==> src/rtl/tqvp_neuro_spike_encoder.sv <==
// Spike encoder peripheral: queued {direction, count} commands are played out
// as pulse trains on one of four spike lines with programmable high/gap widths.
// Optional build macro SPIKE_ENC_TOTAL_EN adds the TOTAL spike counter at 0x0C.
module tqvp_neuro_spike_encoder #(
  parameter int FIFO_DEPTH = 4,
  parameter int CNT_W      = 16
) (
  input  logic        clk,
  input  logic        rst,
  input  logic [7:0]  ui_in,
  output logic [7:0]  uo_out,
  input  logic [5:0]  address,
  input  logic [31:0] data_in,
  input  logic [1:0]  data_write_n,
  input  logic [1:0]  data_read_n,
  output logic [31:0] data_out,
  output logic        data_ready,
  output logic        user_interrupt
);

  localparam int PTR_W = $clog2(FIFO_DEPTH);
  localparam int LVL_W = PTR_W + 1;

  typedef enum logic [1:0] {ST_IDLE, ST_HIGH, ST_LOW} state_t;

  state_t           state_q, state_d;
  logic [7:0]       phase_q, phase_d;
  logic [1:0]       dir_q, dir_d;
  logic [CNT_W-1:0] rem_q, rem_d;
  logic [3:0]       spike_q, spike_d;

  logic             en_q, irq_en_q, en_d, irq_en_d;
  logic [7:0]       h_q, g_q, h_d, g_d;
  logic             done_q, ovf_q, irq_q;
  logic             done_d, ovf_d, irq_d;

  logic [1:0]       fifo_dir_q [FIFO_DEPTH];
  logic [CNT_W-1:0] fifo_cnt_q [FIFO_DEPTH];
  logic [PTR_W-1:0] rd_ptr_q, wr_ptr_q;
  logic [LVL_W-1:0] level_q;

  logic             wr_en, wr_cmd, wr_ctrl, wr_clear, clr_flags;
  logic [CNT_W-1:0] cmd_count;
  logic             push_req, push, pop;
  logic             fifo_empty, fifo_full;
  logic             spike_inc, done_set, ovf_set;
  logic [7:0]       h_load, g_load;
  logic [31:0]      total_rd;
  logic             pause;

  assign pause      = ui_in[0];
  assign wr_en      = (data_write_n != 2'b11);
  assign wr_cmd     = wr_en && (address == 6'h00);
  assign wr_ctrl    = wr_en && (address == 6'h04);
  assign wr_clear   = wr_en && (address == 6'h10);
  assign clr_flags  = wr_clear && data_in[0];
  assign cmd_count  = data_in[16 +: CNT_W];

  assign fifo_empty = (level_q == '0);
  assign fifo_full  = (level_q == LVL_W'(FIFO_DEPTH));
  assign push_req   = wr_cmd && (cmd_count != '0);
  // A pop in the same cycle frees a slot, so a full FIFO still accepts the push.
  assign push       = push_req && (!fifo_full || pop);
  assign ovf_set    = push_req && fifo_full && !pop;

  assign h_load = (h_q == 8'd0) ? 8'd0 : h_q - 8'd1;
  assign g_load = (g_q == 8'd0) ? 8'd0 : g_q - 8'd1;

  // Next-state logic for the pulse sequencer: IDLE -> HIGH -> LOW -> ...
  always_comb begin
    state_d   = state_q;
    phase_d   = phase_q;
    dir_d     = dir_q;
    rem_d     = rem_q;
    pop       = 1'b0;
    spike_inc = 1'b0;
    done_set  = 1'b0;
    case (state_q)
      ST_IDLE: begin
        if (en_q && !fifo_empty) begin
          pop     = 1'b1;
          dir_d   = fifo_dir_q[rd_ptr_q];
          rem_d   = fifo_cnt_q[rd_ptr_q];
          phase_d = h_load;
          state_d = ST_HIGH;
        end
      end
      ST_HIGH: begin
        if (phase_q == 8'd0) begin
          rem_d     = rem_q - CNT_W'(1);
          spike_inc = 1'b1;
          phase_d   = g_load;
          state_d   = ST_LOW;
        end else begin
          phase_d = phase_q - 8'd1;
        end
      end
      ST_LOW: begin
        if (phase_q != 8'd0) begin
          phase_d = phase_q - 8'd1;
        end else if (!pause) begin
          if (rem_q != '0 && en_q) begin
            phase_d = h_load;
            state_d = ST_HIGH;
          end else if (rem_q == '0 && en_q && !fifo_empty) begin
            pop     = 1'b1;
            dir_d   = fifo_dir_q[rd_ptr_q];
            rem_d   = fifo_cnt_q[rd_ptr_q];
            phase_d = h_load;
            state_d = ST_HIGH;
          end else begin
            done_set = (rem_q == '0);
            rem_d    = '0;
            state_d  = ST_IDLE;
          end
        end
      end
      default: state_d = ST_IDLE;
    endcase
  end

  // Spike lines follow the next state so a pulse starts on the pop edge.
  always_comb begin
    spike_d = '0;
    if (state_d == ST_HIGH) spike_d = 4'b0001 << dir_d;
  end

  // Sequencer state and registered spike outputs.
  always_ff @(posedge clk or posedge rst) begin
    if (rst) begin
      state_q <= ST_IDLE;
      phase_q <= '0;
      dir_q   <= '0;
      rem_q   <= '0;
      spike_q <= '0;
    end else begin
      state_q <= state_d;
      phase_q <= phase_d;
      dir_q   <= dir_d;
      rem_q   <= rem_d;
      spike_q <= spike_d;
    end
  end

  // CTRL register fields.
  always_comb begin
    en_d     = en_q;
    irq_en_d = irq_en_q;
    h_d      = h_q;
    g_d      = g_q;
    if (wr_ctrl) begin
      en_d     = data_in[0];
      irq_en_d = data_in[1];
      h_d      = data_in[15:8];
      g_d      = data_in[23:16];
    end
  end

  // Sticky flags: a set event in the same cycle as a CLEAR wins.
  always_comb begin
    done_d = done_set | (done_q & ~clr_flags);
    ovf_d  = ovf_set  | (ovf_q  & ~clr_flags);
    irq_d  = irq_en_d & (done_d | ovf_d);
  end

  // Control, flag and interrupt registers.
  always_ff @(posedge clk or posedge rst) begin
    if (rst) begin
      en_q     <= 1'b0;
      irq_en_q <= 1'b0;
      h_q      <= '0;
      g_q      <= '0;
      done_q   <= 1'b0;
      ovf_q    <= 1'b0;
      irq_q    <= 1'b0;
    end else begin
      en_q     <= en_d;
      irq_en_q <= irq_en_d;
      h_q      <= h_d;
      g_q      <= g_d;
      done_q   <= done_d;
      ovf_q    <= ovf_d;
      irq_q    <= irq_d;
    end
  end

  // Command FIFO pointers and fill level.
  always_ff @(posedge clk or posedge rst) begin
    if (rst) begin
      rd_ptr_q <= '0;
      wr_ptr_q <= '0;
      level_q  <= '0;
    end else begin
      if (push) wr_ptr_q <= wr_ptr_q + PTR_W'(1);
      if (pop)  rd_ptr_q <= rd_ptr_q + PTR_W'(1);
      level_q <= level_q + LVL_W'(push) - LVL_W'(pop);
    end
  end

  // Command FIFO storage; contents are don't-care until pushed.
  always_ff @(posedge clk) begin
    if (push) begin
      fifo_dir_q[wr_ptr_q] <= data_in[1:0];
      fifo_cnt_q[wr_ptr_q] <= cmd_count;
    end
  end

`ifdef SPIKE_ENC_TOTAL_EN
  logic [31:0] total_q, total_d;
  logic        wr_total;
  assign wr_total = wr_en && (address == 6'h0C);

  // Clearing takes priority over a coincident increment.
  always_comb begin
    total_d = total_q + 32'(spike_inc);
    if (wr_total) total_d = '0;
  end

  // Running count of emitted spikes.
  always_ff @(posedge clk or posedge rst) begin
    if (rst) total_q <= '0;
    else     total_q <= total_d;
  end
  assign total_rd = total_q;
`else
  logic unused_spike_inc;
  assign unused_spike_inc = spike_inc;
  assign total_rd = '0;
`endif

  // Combinational register readback; reads have no side effects.
  always_comb begin
    data_out = '0;
    case (address)
      6'h04:   data_out = {8'h00, g_q, h_q, 6'h00, irq_en_q, en_q};
      6'h08:   data_out = {16'(rem_q), 9'h000, done_q, ovf_q,
                           (state_q != ST_IDLE), 4'(level_q)};
      6'h0C:   data_out = total_rd;
      default: data_out = '0;
    endcase
  end

  assign uo_out         = {2'b00, fifo_full, (state_q != ST_IDLE), spike_q};
  assign data_ready     = 1'b1;
  assign user_interrupt = irq_q;

  logic unused_inputs;
  assign unused_inputs = &{1'b0, data_read_n, ui_in[7:1], data_in};

endmodule
==> config.mk <==
export PLATFORM = sky130hd
export DESIGN_NAME = tqvp_neuro_spike_encoder
export DESIGN_NICKNAME = d
export VERILOG_FILES = /design/src/rtl/tqvp_neuro_spike_encoder.sv
export SDC_FILE = /design/constraint.sdc
export NUM_CORES = 1
export LEC_CHECK = 0
export BUFFER_PORTS_ARGS = -buffer_cell sky130_fd_sc_hd__buf_2
export CAP_MARGIN = 20
export CORE_MARGIN = 2
export CORE_UTILIZATION = 25
export CTS_CLUSTER_SIZE = 10
export DETAILED_ROUTE_END_ITERATION = 8
export MAX_ROUTING_LAYER = met4
export SLEW_MARGIN = 20
export SYNTH_ARGS = -nofsm -noshare
export SYNTH_HDL_FRONTEND = slang
export SYNTH_SLANG_ARGS = --single-unit
==> constraint.sdc <==
create_clock -name clk -period 6.6 [get_ports clk]
set_input_delay 1.32 -clock clk [delete_from_list [all_inputs] [get_ports clk]]
set_output_delay 1.32 -clock clk [all_outputs]
set_load 0.01 [all_outputs]
Yosys cells after proc, flatten, opt, wreduce, memory -nomap -nowiden
Memory sizes are Yosys's and may differ from the RTL's.
Cells that the tools add are included.
{"block": "word_totals", "mem_count": 2, "output_inout_bits": 42, "latch_bits": 0, "register_bits": 60, "input_bits": 52, "ramBits": 72, "rom_bits": 0, "word_cells": 123}
{"name": "fifo_cnt_q", "depth": 4, "width": 16, "read_ports": 1, "rd_ports_with_merged_regs": 0, "write_ports": 1, "line": "38", "text": "logic [CNT_W-1:0] fifo_cnt_q [FIFO_DEPTH];"}
{"name": "fifo_dir_q", "depth": 4, "width": 2, "read_ports": 1, "rd_ports_with_merged_regs": 0, "write_ports": 1, "line": "37", "text": "logic [1:0] fifo_dir_q [FIFO_DEPTH];"}
{"block": "classes", "mux": 45, "n_bitwise": 7, "order_cmp": 0, "reduce_logical": 30, "multipliers": 0, "n_shift": 1, "n_div": 0, "n_eq_ne": 15, "n_addsub": 8}
{"op": "$mux 16", "count": 6}
{"op": "$mux 8", "count": 8}
{"op": "$pmux 32 s2", "count": 1}
{"op": "$pmux 16 s3", "count": 1}
{"op": "$reduce_bool 16->1", "count": 2}
{"op": "$logic_not 8->1", "count": 3}
{"op": "$pmux 8 s3", "count": 1}
{"op": "$sub 8x1->8 const B", "count": 3}
{"op": "$mux 2", "count": 9}
{"op": "$logic_not 16->1", "count": 1}
{"op": "$sub 16x1->16 const B", "count": 1}
{"op": "$mux 1", "count": 15}
{"op": "$logic_and 1x1->1", "count": 12}
{"op": "$ne 2x2->1 const B", "count": 6}
{"op": "$reduce_bool 8->1", "count": 1}
{"op": "$eq 6x3->1 const B", "count": 1}
{"op": "$eq 6x4->1 const B", "count": 1}
{"op": "$eq 6x5->1 const B", "count": 1}
{"op": "$logic_not 6->1", "count": 1}
{"op": "$pmux 2 s3", "count": 1}
{"op": "$reduce_and 6->1", "count": 1}
{"op": "$add 2x1->2 const B", "count": 2}
{"op": "$eq 2x1->1 const B", "count": 2}
{"op": "$mux 4", "count": 1}
{"op": "19 further kinds", "count": 25}

Depth between registers and ports, before layout
Gate-level depths: netlist (run 1).
{"block": "depth", "ltp_word": 13, "ltp_mapped": 13, "ltp_nobuf": 12}

Worst setup path after synthesis (run 1)
OpenSTA, ideal clock, no wires.
{"block": "synth_timing", "path_kind": "input to output", "from": "in address[1]", "to": "out data_out[0]", "path_stages": 4, "slack_ns": 2.567, "t_arrival_ns": 2.713, "path_cell_list": "or4_4 nor3b_1 clkbuf_1 a22o_1"}
{"block": "synth_via", "elab_chain_len": 2, "elab_cells_between_ends": 3, "cone_classes": "2 x eq/ne; 1 x mux"}
{"element": "start: declaration", "line": "12", "text": "input logic [5:0] address,"}
{"element": "$eq 6x4->1 / $eq 6x3->1 (equally long branches)", "line": "234", "text": "case (address)"}
{"element": "$pmux 32 s2 *", "line": "234"}
{"element": "end: declaration", "line": "16", "text": "output logic [31:0] data_out,"}
Every way passes the cells marked *; elsewhere a longest branch is shown, timed or not.

Worst setup path after layout (run 1)
{"block": "layout_timing", "from": "in address[1]", "to": "out data_out[17]"}
The elaborated chain is that of the path after synthesis.

==> results of run 1 <==
-- final timing paths --
kind / end / startpoint / depth (start not counted)
setup / recovery: data_out[17] / address[1] / 5
hold / removal: done_q$_DFF_PP0_ / done_q$_DFF_PP0_ / 1
setup reg to reg: fifo_cnt_q[3][13]$_DFFE_PP_ / rem_q[8]$_DFFE_PP0P_ / 5
hold reg to reg: done_q$_DFF_PP0_ / done_q$_DFF_PP0_ / 1
max in group asynchronous: phase_q[7]$_DFFE_PP0P_ / rst / 3
min in group asynchronous: rem_q[12]$_DFFE_PP0P_ / rst / 3
-- synth_stat cells, drive strengths merged, types with 3 or more instances --
cell / n
or4: 7
nand3: 4
nor3: 17
dfrtp: 60
mux4: 18
a21oi: 25
o21ai: 39
and4: 3
edfxtp: 72
or3: 6
nand2b: 5
xor2: 3
clkbuf: 19
ha: 16
a22oi: 9
inv: 26
nor2: 22
o211ai: 4
and2: 28
nand2: 15
a22o: 11
xnor2: 10
a211oi: 4
a31oi: 9
mux2: 22
o22ai: 4
o311ai: 3
nor4: 12
nor3b: 9
a32oi: 5
buf: 14
o31ai: 3
-- critical path: cells and delay by family --
| kind | cells | cell delay, ns |
|---|---|---|
| simple gates | 2 | 1.38 |
| compound gates | 1 | 0.33 |
| buf+inv | 2 | 0.25 |
-- state kept, by name, indices dropped and copies added (netlist names), 2 cells and up --
signal      flops
phase_q         8
spike_q         4
h_q             8
g_q             8
dir_q           2
fifo_cnt_q     64
level_q         3
rd_ptr_q        2
rem_q          16
fifo_dir_q      8
wr_ptr_q        2
state_q         2
-- kinds of logic (layout without fill, tap and decap cells) --
group	after synthesis	in the layout	share of synthesized area (%)
buffers and inverters	60	135	4.06
muxes	41	41	9.74
xor gates and xnor gates	13	13	1.67
adders and majority gates	17	17	3.23
AOI/OAI and AO/OA	144	144	14.9
DFF	132	132	53.8
and+or+nand+nor	139	139	12.5
other	2	7	0.110
-- power breakdown --
| group | internal [mW] | switching, mW | leakage, nW |
|---|---|---|---|
| registers | 1.01 | 0.197 | 1.41 |
| clock network | 0.528 | 0.387 | 0.281 |
| logic | 0.458 | 0.610 | 1.43 |
-- cell type report --
| cell class | instances | area, µm² |
|---|---|---|
| antenna | 2 | 5.00 |
| clock buffer | 17 | 425 |
| clock inverter | 14 | 144 |
| fill | 2747 | 18800 |
| inverter | 27 | 101 |
| multi-input combinational | 359 | 2900 |
| sequential | 132 | 3660 |
| tap | 341 | 427 |
| timing repair buffer | 77 | 395 |
-- layer usage --
metal / vias up / track usage (%) / wire length (µm)
met5: - / - / 0
met4: 0 / 3.83 / 223
met3: 14 / 3.11 / 952
met2: 147 / 19.4 / 8090
met1: 2472 / 17.4 / 8340
li1: 2245 / - / -
-- through the flow --
stage	worst slack (ns)	utilization, %	hold WS, ns	cell area (µm²)
after global routing	1.90	30.0	0.509	8060
after global placement	2.04	27.8	0.491	7480
final	2.00	30.0	0.499	8060
after detailed placement	1.98	27.8	0.490	7480
after CTS	1.98	29.9	0.503	8050
after floorplan	2.57	-	0.469	6820
==> impl_summary.md, run 1 <==
Status
The flow ran to the end, and the final reports show no timing, DRC or antenna violations.

Placed design
The post-detailed-placement half-perimeter wirelength is 12.3 mm. Including well taps, the total number of placed cells is ~940. The number of input and output port buffers inserted is between 70 and 80. Routability-driven placement finished with a final weighted congestion of roughly 0.90.

Synth
The biggest area contributor in the post-synthesis netlist is sky130_fd_sc_hd__edfxtp_1. The total number of yosys warnings is 0. Among all flip-flop cells after synthesis, the most frequent one is sky130_fd_sc_hd__edfxtp_1. Synthesis handed over a netlist of approximately 550 instances. In this run, synthesis inferred 72 flip-flops with an integrated enable. For this run, the register share of the synthesized area comes to a little over half.

In this run, synthesis produced a sequential element count of around 130. The mean instance size in the synthesized netlist is between 10 and 15 µm². The number of unique standard cell types used by synthesis is 79. In the synthesized netlist the async set-or-reset flop fraction comes to between 40% and 50%. Ranked by total cell area, the synthesized netlist is headed by sky130_fd_sc_hd__edfxtp_1 (32%), sky130_fd_sc_hd__dfrtp_1 (22%), sky130_fd_sc_hd__mux4_2 (6.0%), sky130_fd_sc_hd__mux2_2 (3.6%), sky130_fd_sc_hd__ha_1 (2.9%).

The portion of synthesized cell area occupied by the leading cell type is a little under a third. The synthesized netlist occupies a cell area of just under 0.007 mm².

Floorplanning
The number of top-level design ports is 94. The die is roughly 170 µm tall. In this run the horizontal extent of the chip is 169 µm.

The floorplan has 60 rows. The die area is around 0.029 mm². The core region is roughly 0.027 mm². The initial cell density of the core is 25.3%.

Finish
Compared with the post-synthesis result, the final layout area differs by 18.4%. The finished layout holds just under 1000 standard cells, fillers aside. The net count reported at finish is approximately 700.

Of the cells placed in the final design, the portion with a size suffix greater than 1 is 26.8%. The library cells used most frequently in the layout, excluding fill and tap cells, are sky130_fd_sc_hd__buf_2 (73), sky130_fd_sc_hd__edfxtp_1 (72), sky130_fd_sc_hd__dfrtp_1 (60). The most common library cell in the layout ignoring fill and taps is sky130_fd_sc_hd__buf_2.

Detailed routing
The detailed-route wire length is around 18 mm. The detailed-routing iteration count for the pre-antenna-repair pass is 5. The detailed-route via count is ~5000. For this run, design rule violations remaining after detail routing come to 0. After the first detailed-routing iteration, the DRC count stood at approximately 350. After detailed routing, the number of vias per cell comes to ~5.0. In the final routed layout, each cell accounts on average for around 18 µm. Once detail routing completed, the nets flagged for antenna violations numbered 0.

Timing
The final number of hold-violating endpoints is 0. For the pin with the worst max-slew slack, the measured transition is around 1.1 ns. In this run the tightest slew margin relative to its limit is 29.7%. On the final layout, the worst clock skew is 0.00983 ns. The portion of the clock cycle consumed by the worst path in the final layout is 69.7%. The total count of max-transition violations in the final report is 0. The setup violation total in the final timing report is 0. The smallest clock period supported by the final layout is computed as 4.60 ns. The setup TNS is 0 ns.

Setup repair after global routing left no endpoint under its margin. The fmax is approximately 220 MHz.

GRT
The initial antenna violation count is 2. The first global-routing pass estimated roughly 27 mm of wire. Entering global routing, the biggest net connects 61 pins. The total overflow left after global routing is 0. The global routing usage summed across all routing layers is 12.9%. The number of global-route vias before repair is 4784.

CTS
The clock transition at the registers of the reported paths is roughly 0.06 ns. The number of setup buffers added after CTS is 0. The cell sitting at the root of the clock tree is a sky130_fd_sc_hd__clkbuf_16. The tree built by TritonCTS fans out to between 100 and 150 sinks.

The post-cts repair resize count is 0. The number of levels the H-tree was split into is 4. The clock passes through at most 2 buffers.

The CTS tree is done. At the later pin of the worst-skew pair, clock insertion delay measures between 0.4 and 0.5 ns. Clock tree synthesis inserted a total of 17 buffers. Hold repair after CTS inserted 0 buffers.

Critical path
The worst setup slack for register-to-register paths is about 3.1 ns. At the worst endpoint, the arrival time is ~3.3 ns. On the worst path, the slowest cell contributes a delay of slightly above 0.8 ns. The cell at the slowest stage of the critical path is sky130_fd_sc_hd__nor3b_4. The worst setup path is captured at an output pin.

Counting stages on the worst path, the most repeated cell is sky130_fd_sc_hd__buf_2. The required time reported for the critical path endpoint is between 5 and 6 ns. The worst setup path is of the in2out kind. The maximum fanout along the worst path is 19. The worst setup path is launched from an input pin.

Traced cell by cell, the critical path runs through buf_2, or4_4, nor3b_4, a22o_1, buf_2.

Pwr
VDD sags by at most 0.225 mV. The analysis attributes to cell leakage a power of around 3.1 nW. The design draws roughly 3.2 mW. In this run the power density over the cells is approximately 400 mW/mm².

Hold path
The min-delay analysis places its worst path in the category reg2reg.

Run
Max-cap violations in this run came to 0.
Power figures use the tool's default switching activity.
==> run 2: changes to the inputs <==
==> constraint.sdc (replaced) <==
create_clock -name clk -period 4.55 [get_ports clk]
set_input_delay 0.91 -clock clk [delete_from_list [all_inputs] [get_ports clk]]
set_output_delay 0.91 -clock clk [all_outputs]
set_load 0.01 [all_outputs]
==> run 2 against run 1 <==
  * Sequential power up 46%
  * First-iteration DRC count up 30%
  * Flip-flop and latch count unchanged
  * Critical endpoint unchanged
==> impl_summary.md, run 2 (synthesis results as in run 1) <==
Status
The flow ran to the end, and the final reports show no timing, DRC or antenna violations.

Pwr
Internal power comes to between 2 and 3 mW. The power share of the clock group is approximately 28%. The leakage power total is around 3.1 nW. Power spread over the standard cell area amounts to roughly 570 mW/mm². The net switching power of the design is between 1.5 and 2 mW. The power share of the combinational group is 33.6%. The switching power as a share of total power is 38.2%. The sequential group share of total power is a little under two fifths.

Across the VDD grid, the largest voltage drop is between 0.2 and 0.3 mV.

Detailed routing
The detailed-routing iteration count for the pre-antenna-repair pass is 5. The DRC violations left is 0. The detailed-route wire length per cell is 18.0 µm. Detailed routing inserted a total of ~4800 vias. The via density per instance is a little under 5.

The detail route stage leaves a number of antenna-violating nets equal to 0. The initial DRC count is 451. The detailed-route wire length is ~18 mm.

Timing
Setup repair after global routing left no endpoint under its margin. The worst path needs ~3.5 ns of the cycle, external delays included. The final number of hold-violating endpoints is 0. Static timing analysis puts the maximum clock frequency at ~290 MHz. The total count of max-transition violations in the final report came to 0.

At the pin with the least slew margin, the transition time is between 0.9 and 1 ns. The clock skew after layout is 0.0101 ns. In the final timing run, aggregate negative setup slack is 0 ns. The tightest slew margin relative to the limit is 34.1%.

The worst path uses approximately three quarters of the clock period. The setup violation total in the final timing report is 0.

GRT
The initial antenna violation count is 4. Global routing used 13.2% of the available tracks across all layers. The total overflow left after global routing is 0.

The global-route wire length before repair is around 28 mm. The number of global-route vias before repair is between 4000 and 5000. The largest net degree at the start of global routing is 34.

CTS
The clock transition at the registers of the reported paths is roughly 0.06 ns. Clock latency on the worst-skew pair, taken at its later pin, is 0.42 ns. The number of buffers on the longest clock path is 2. TritonCTS built the clock tree. The total clock buffers created by CTS is 17. The clock sink count is 132. The clock tree synthesis step divided the H-tree into 4 levels.

The cell at the root of the clock tree is sky130_fd_sc_hd__clkbuf_16. For this design, the CTS-stage hold fixing added 0 buffers. The number of setup buffers added after CTS is 0. The post-cts repair resize count is 0.

Critical path
The worst setup path is of the in2out kind. The nature of the critical path endpoint is an output pin. The startpoint of the lowest-slack register-to-register path is rem_q[8]$_DFFE_PP0P_.

The critical register-to-register path endpoint is level_q[2]$_DFF_PP0_. Following the worst setup path forward leads to its endpoint at data_out[17]. Across all register-to-register paths, the minimum setup slack is between 1 and 1.5 ns. The critical path starts at address[1]. The maximum fanout along the worst path is 18. Data arrives at the worst endpoint at 2.57 ns. The kind of start point of the critical path is an input pin.

For the worst setup path, the data required time is around 3.6 ns. The worst register-to-register path has a depth of 10.

Floorplanning
The number of top-level design ports is 94. The die area is 0.0286 mm². The total area inside the core boundary comes to ~0.027 mm². The die outline height is about 170 µm. The floorplan step set the die width to around 170 µm. The initial utilization of the core area, before any placement, comes to 25.3%. Row generation in the floorplan step produced 60 rows.

Finish
Leaving out fill and tap cells, the most frequent cell in the layout is sky130_fd_sc_hd__buf_2. For this run, the share of the core covered by cells in the final layout is a little under a third. The register name with the most flops is fifo_cnt_q. The register with the most flip-flops in the layout has 64 of them. The area growth from synthesis to layout is 19.0%. The final layout contains ~700 nets. The largest registers in the layout are fifo_cnt_q (64), rem_q (16).

The fraction of final layout cells with drive strength greater than 1 is roughly 28%. In the layout the commonest cells are sky130_fd_sc_hd__buf_2 (73), sky130_fd_sc_hd__edfxtp_1 (72), sky130_fd_sc_hd__dfrtp_1 (60).

Hold path
The class of the tightest hold or removal check is reg2reg.

Run
The number of max-capacitance violations reported is 0.

Placed design
At the end of routability-driven placement, the weighted congestion stood at around 0.9. In this run the tool buffered the top-level ports with 73 buffer cells. Detailed placement ended at an HPWL of about 12 mm.
-- run 2: changes by cell type in the layout (fill, tap and decap cells not counted), sizes merged --
cell      delta
bufinv       -1
inv          +3
clkinv       -3
buf          +5
diode        +2
clkinvlp     +2
-- run 2: metrics by stage --
step	setup slack, ns	cell area [µm²]	instances	total power, mW	hold slack (ns)
CTS	1.03	8080	973	4.61	0.520
detailed placement	1.03	7520	941	3.29	0.505
finish	1.07	8100	977	4.61	0.514
global placement	1.05	7520	941	3.27	0.493
floorplan	1.34	6820	551	2.88	0.469
global route	0.951	8100	977	4.90	0.540
-- run 2: final cells by class --
class,count,area [µm²]
Antenna cell,4,10.0
Timing Repair Buffer,82,433
Fill cell,2735,18800
Tap cell,341,427
Clock inverter,15,138
Clock buffer,17,425
Multi-Input combinational cell,359,2900
Sequential cell,132,3660
Inverter,27,101
-- run 2: worst min path at each step --
| stage | start | endpoint | slack (ns) | cells past startpoint |
|---|---|---|---|---|
| 3_3_place_gp | done_q$_DFF_PP0_ | done_q$_DFF_PP0_ | 0.49 | 1 |
| 2_1_floorplan | done_q$_DFF_PP0_ | done_q$_DFF_PP0_ | 0.47 | 1 |
| 6_report | done_q$_DFF_PP0_ | done_q$_DFF_PP0_ | 0.51 | 1 |
| 4_1_cts | done_q$_DFF_PP0_ | done_q$_DFF_PP0_ | 0.52 | 1 |
| 3_5_place_dp | done_q$_DFF_PP0_ | done_q$_DFF_PP0_ | 0.51 | 1 |
| 5_1_grt | ovf_q$_DFF_PP0_ | ovf_q$_DFF_PP0_ | 0.54 | 1 |
-- run 2: power groups by stage --
stage / logic [mW] / registers, mW / clock network (mW)
after detailed placement: 1.53 / 1.77 / 0
after global placement: 1.50 / 1.77 / 0
after CTS: 1.53 / 1.74 / 1.34
after global routing: 1.72 / 1.78 / 1.39
after floorplan: 1.25 / 1.63 / 0
final: 1.55 / 1.75 / 1.31
-- run 2: per-layer routing --
metal	GRT usage [%]	wire, µm
met2	19.5	7990
met4	4.35	328
met5	-	0
met1	17.6	8220
met3	3.46	1080
-- run 2: critical path, stage by stage --
cell and delay [ns]:
sky130_fd_sc_hd__buf_2 0.10, sky130_fd_sc_hd__or4_4 0.55, sky130_fd_sc_hd__nor3b_2 0.31, sky130_fd_sc_hd__buf_4 0.30, sky130_fd_sc_hd__a22o_1 0.23, sky130_fd_sc_hd__buf_2 0.15
==> run 3: changes to the inputs <==
==> constraint.sdc (replaced) <==
create_clock -name clk -period 3.23 [get_ports clk]
set_input_delay 0.646 -clock clk [delete_from_list [all_inputs] [get_ports clk]]
set_output_delay 0.646 -clock clk [all_outputs]
set_load 0.01 [all_outputs]
==> run 3 against run 2 <==
  * Worst setup slack lost 0.67 ns
  * Global-route usage shrank 0.056 points
  * Hold slack lost 0.16 ns
  * Critical path depth is the same
  * Highest routed layer unchanged
  * Largest cell class unchanged
  * Clock power grew 53%
  * Critical endpoint is now data_out[22]
  * Via count grew 2.1%
  * Combinational power grew 46%
  * Non-clock buffer count grew 10
==> impl_summary.md, run 3 (synthesis results as in run 1) <==
Status
The run finished with clean final reports.

Floorplanning
The horizontal die dimension is around 170 µm. The die area is about 0.029 mm². For this configuration, the core starts out at a cell density of about 25%. 94 I/O pins were placed.

The floorplan has 60 rows. The die outline height is between 150 and 200 µm. The core area is 0.0269 mm².

Timing
Setup repair after global routing left no endpoint under its margin. The worst pin sits at a relative slew slack of approximately 45%. At the pin with the least slew margin, the transition time is about 0.82 ns. Derived from the worst setup path, the maximum achievable clock frequency is 353 MHz. The final critical path takes up between 80% and 90% of the cycle. Setup violations remaining at the end of the flow were counted as 0. Hold timing on the final database bottoms out at a slack of 0.351 ns. The setup TNS is 0 ns. The final number of hold-violating endpoints is 0. For the final database, setup skew stands at between 0.008 and 0.009 ns. The total count of max-transition violations in the final report was 0. The final critical delay including setup and external delays is 2.83 ns.

The setup slack after layout is 0.396 ns.

Critical path
The nature of the critical path endpoint is an output pin. The critical path is of the in2out type. Along the worst path, the maximum fanout reaches 19. The required time reported for the critical path endpoint is between 2 and 3 ns. The destination of the critical timing path is data_out[22].

Tracing the worst setup path back leads to its startpoint at address[1]. The worst register-to-register path begins at phase_q[0]$_DFFE_PP0P_. The number of cells on the worst reg-to-reg path is 12. The worst register-to-register path has a setup slack of approximately 0.46 ns. Data on the critical path arrives at its endpoint at 2.19 ns.

In this run the critical register-to-register path is captured at level_q[2]$_DFF_PP0_. The kind of start point of the critical path is an input pin.

CTS
Buffers inserted during clock tree synthesis total 17. After clock tree synthesis, the setup repair step added 0 buffers. The clock transition at the registers of the reported paths is approximately 0.07 ns.

The clock passes through at most 2 buffers. TritonCTS built the clock tree. The tree is rooted in a sky130_fd_sc_hd__clkbuf_16. The clock sink count is 132. The H-tree was split into 4 levels. For the worst-skew pair, the clock arrives at the later sink with an insertion delay of approximately 0.43 ns.

Buffers inserted to repair hold after CTS numbered 0. The post-cts repair resize count is 0.

Detailed routing
The detailed router put a total of roughly 8.2 mm of wire on met1. The detailed-route via count is 4942. In the routed layout, each cell is associated on average with a via count of 5.01. The detailed-route wire length per cell is approximately 18 µm. The first TritonRoute pass finished after 5 iterations. The count of nets left with antenna violations once routing finished came out at 0. The sum of met3 wire segment lengths after detailed routing is 1.13 mm.

The initial DRC count is between 500 and 600. Routed signal wires occupy layers up through met4. In the detailed route, the total length drawn on met2 is 7.95 mm. After detailed routing, the total wire length is 17.6 mm. The DRC violations left is 0.

GRT
The global routing usage summed across all routing layers is roughly an eighth. The largest net degree at the start of global routing is 33. The final global-route overflow total is 0. The number of global-route vias before repair is approximately 5000. The first global-routing pass estimated around 28 mm of wire. The initial antenna violation count is 4.

Placed design
The final RePlAce weighted congestion is 0.864. Once placement finished, the instance area stood at 0.00760 mm². The post-detailed-placement half-perimeter wirelength is 12.6 mm.

After detailed placement, the design holds a cell count of 951. Timing analysis after detailed placement gives a worst setup slack of roughly 0.23 ns. Buffers placed on the I/O ports in this run total 73.

Finish
Once layout is complete, the utilization of the core stands at 30.6%. The finished layout holds roughly 1000 standard cells, fillers aside. The top cell types in the final layout, fill and taps aside, are sky130_fd_sc_hd__buf_2 (73), sky130_fd_sc_hd__edfxtp_1 (72), sky130_fd_sc_hd__dfrtp_1 (60). The register name with the most flops is fifo_cnt_q. The final design instance area without fill is about 0.008 mm². The area growth from synthesis to layout is 20.8%. In the final layout, the registers with the most flip-flops are fifo_cnt_q (64), rem_q (16). The library cell used most frequently in the layout, excluding fill and tap cells, is sky130_fd_sc_hd__buf_2. After the last flow step, the layout net total stands at between 600 and 700. The fraction of final layout cells with drive strength greater than 1 is between 20% and 30%.

The number of flip-flops in the largest register is 64.

Pwr
The peak supply drop is approximately 0.43 mV. Summed over all cells, the static leakage comes to 3.22 nW. After layout, the design draws a total of about 6.7 mW. The power per cell area is around 800 mW/mm².

Hold path
The class of the tightest hold or removal check is in2async.

Run
The tool flagged a number of max-cap violations equal to 0.
run 3: layout make-up:
class                   count  area, µm²
inverters                  27        101
fillers                  2698      18600
flip-flops and latches    132       3660
well taps                 341        427
clock buffers              17        425
diodes                      4       10.0
clock inverters            15        188
repair buffers             92        520
multi-input cells         359       2890
run 3: worst min path at each step:
stage / from / endpoint / slack, ns / cells after the start
final: rst / rem_q[5]$_DFFE_PP0P_ / 0.35 / 2
after CTS: rst / rem_q[5]$_DFFE_PP0P_ / 0.38 / 2
after floorplan: done_q$_DFF_PP0_ / done_q$_DFF_PP0_ / 0.47 / 1
after global routing: rst / rem_q[5]$_DFFE_PP0P_ / 0.40 / 2
after detailed placement: done_q$_DFF_PP0_ / done_q$_DFF_PP0_ / 0.51 / 1
after global placement: done_q$_DFF_PP0_ / done_q$_DFF_PP0_ / 0.49 / 1
run 3: critical path, stage by stage:
cell                      delay, ns
sky130_fd_sc_hd__buf_2         0.11
sky130_fd_sc_hd__or4_4         0.55
sky130_fd_sc_hd__nor3b_4       0.18
sky130_fd_sc_hd__buf_4         0.29
sky130_fd_sc_hd__a22o_1        0.25
sky130_fd_sc_hd__buf_2         0.15
run 3: power breakdown:
part	switching, mW	total, mW	internal, mW
clock network	0.835	2.01	1.18
logic	1.29	2.26	0.964
registers	0.351	2.41	2.06
run 3: metal layers:
metal | global-route usage (%) | up-vias
li1 | - | 2273
met1 | 17.3 | 2497
met2 | 19.4 | 151
met3 | 3.44 | 21
met4 | 5.02 | 0
met5 | - | -
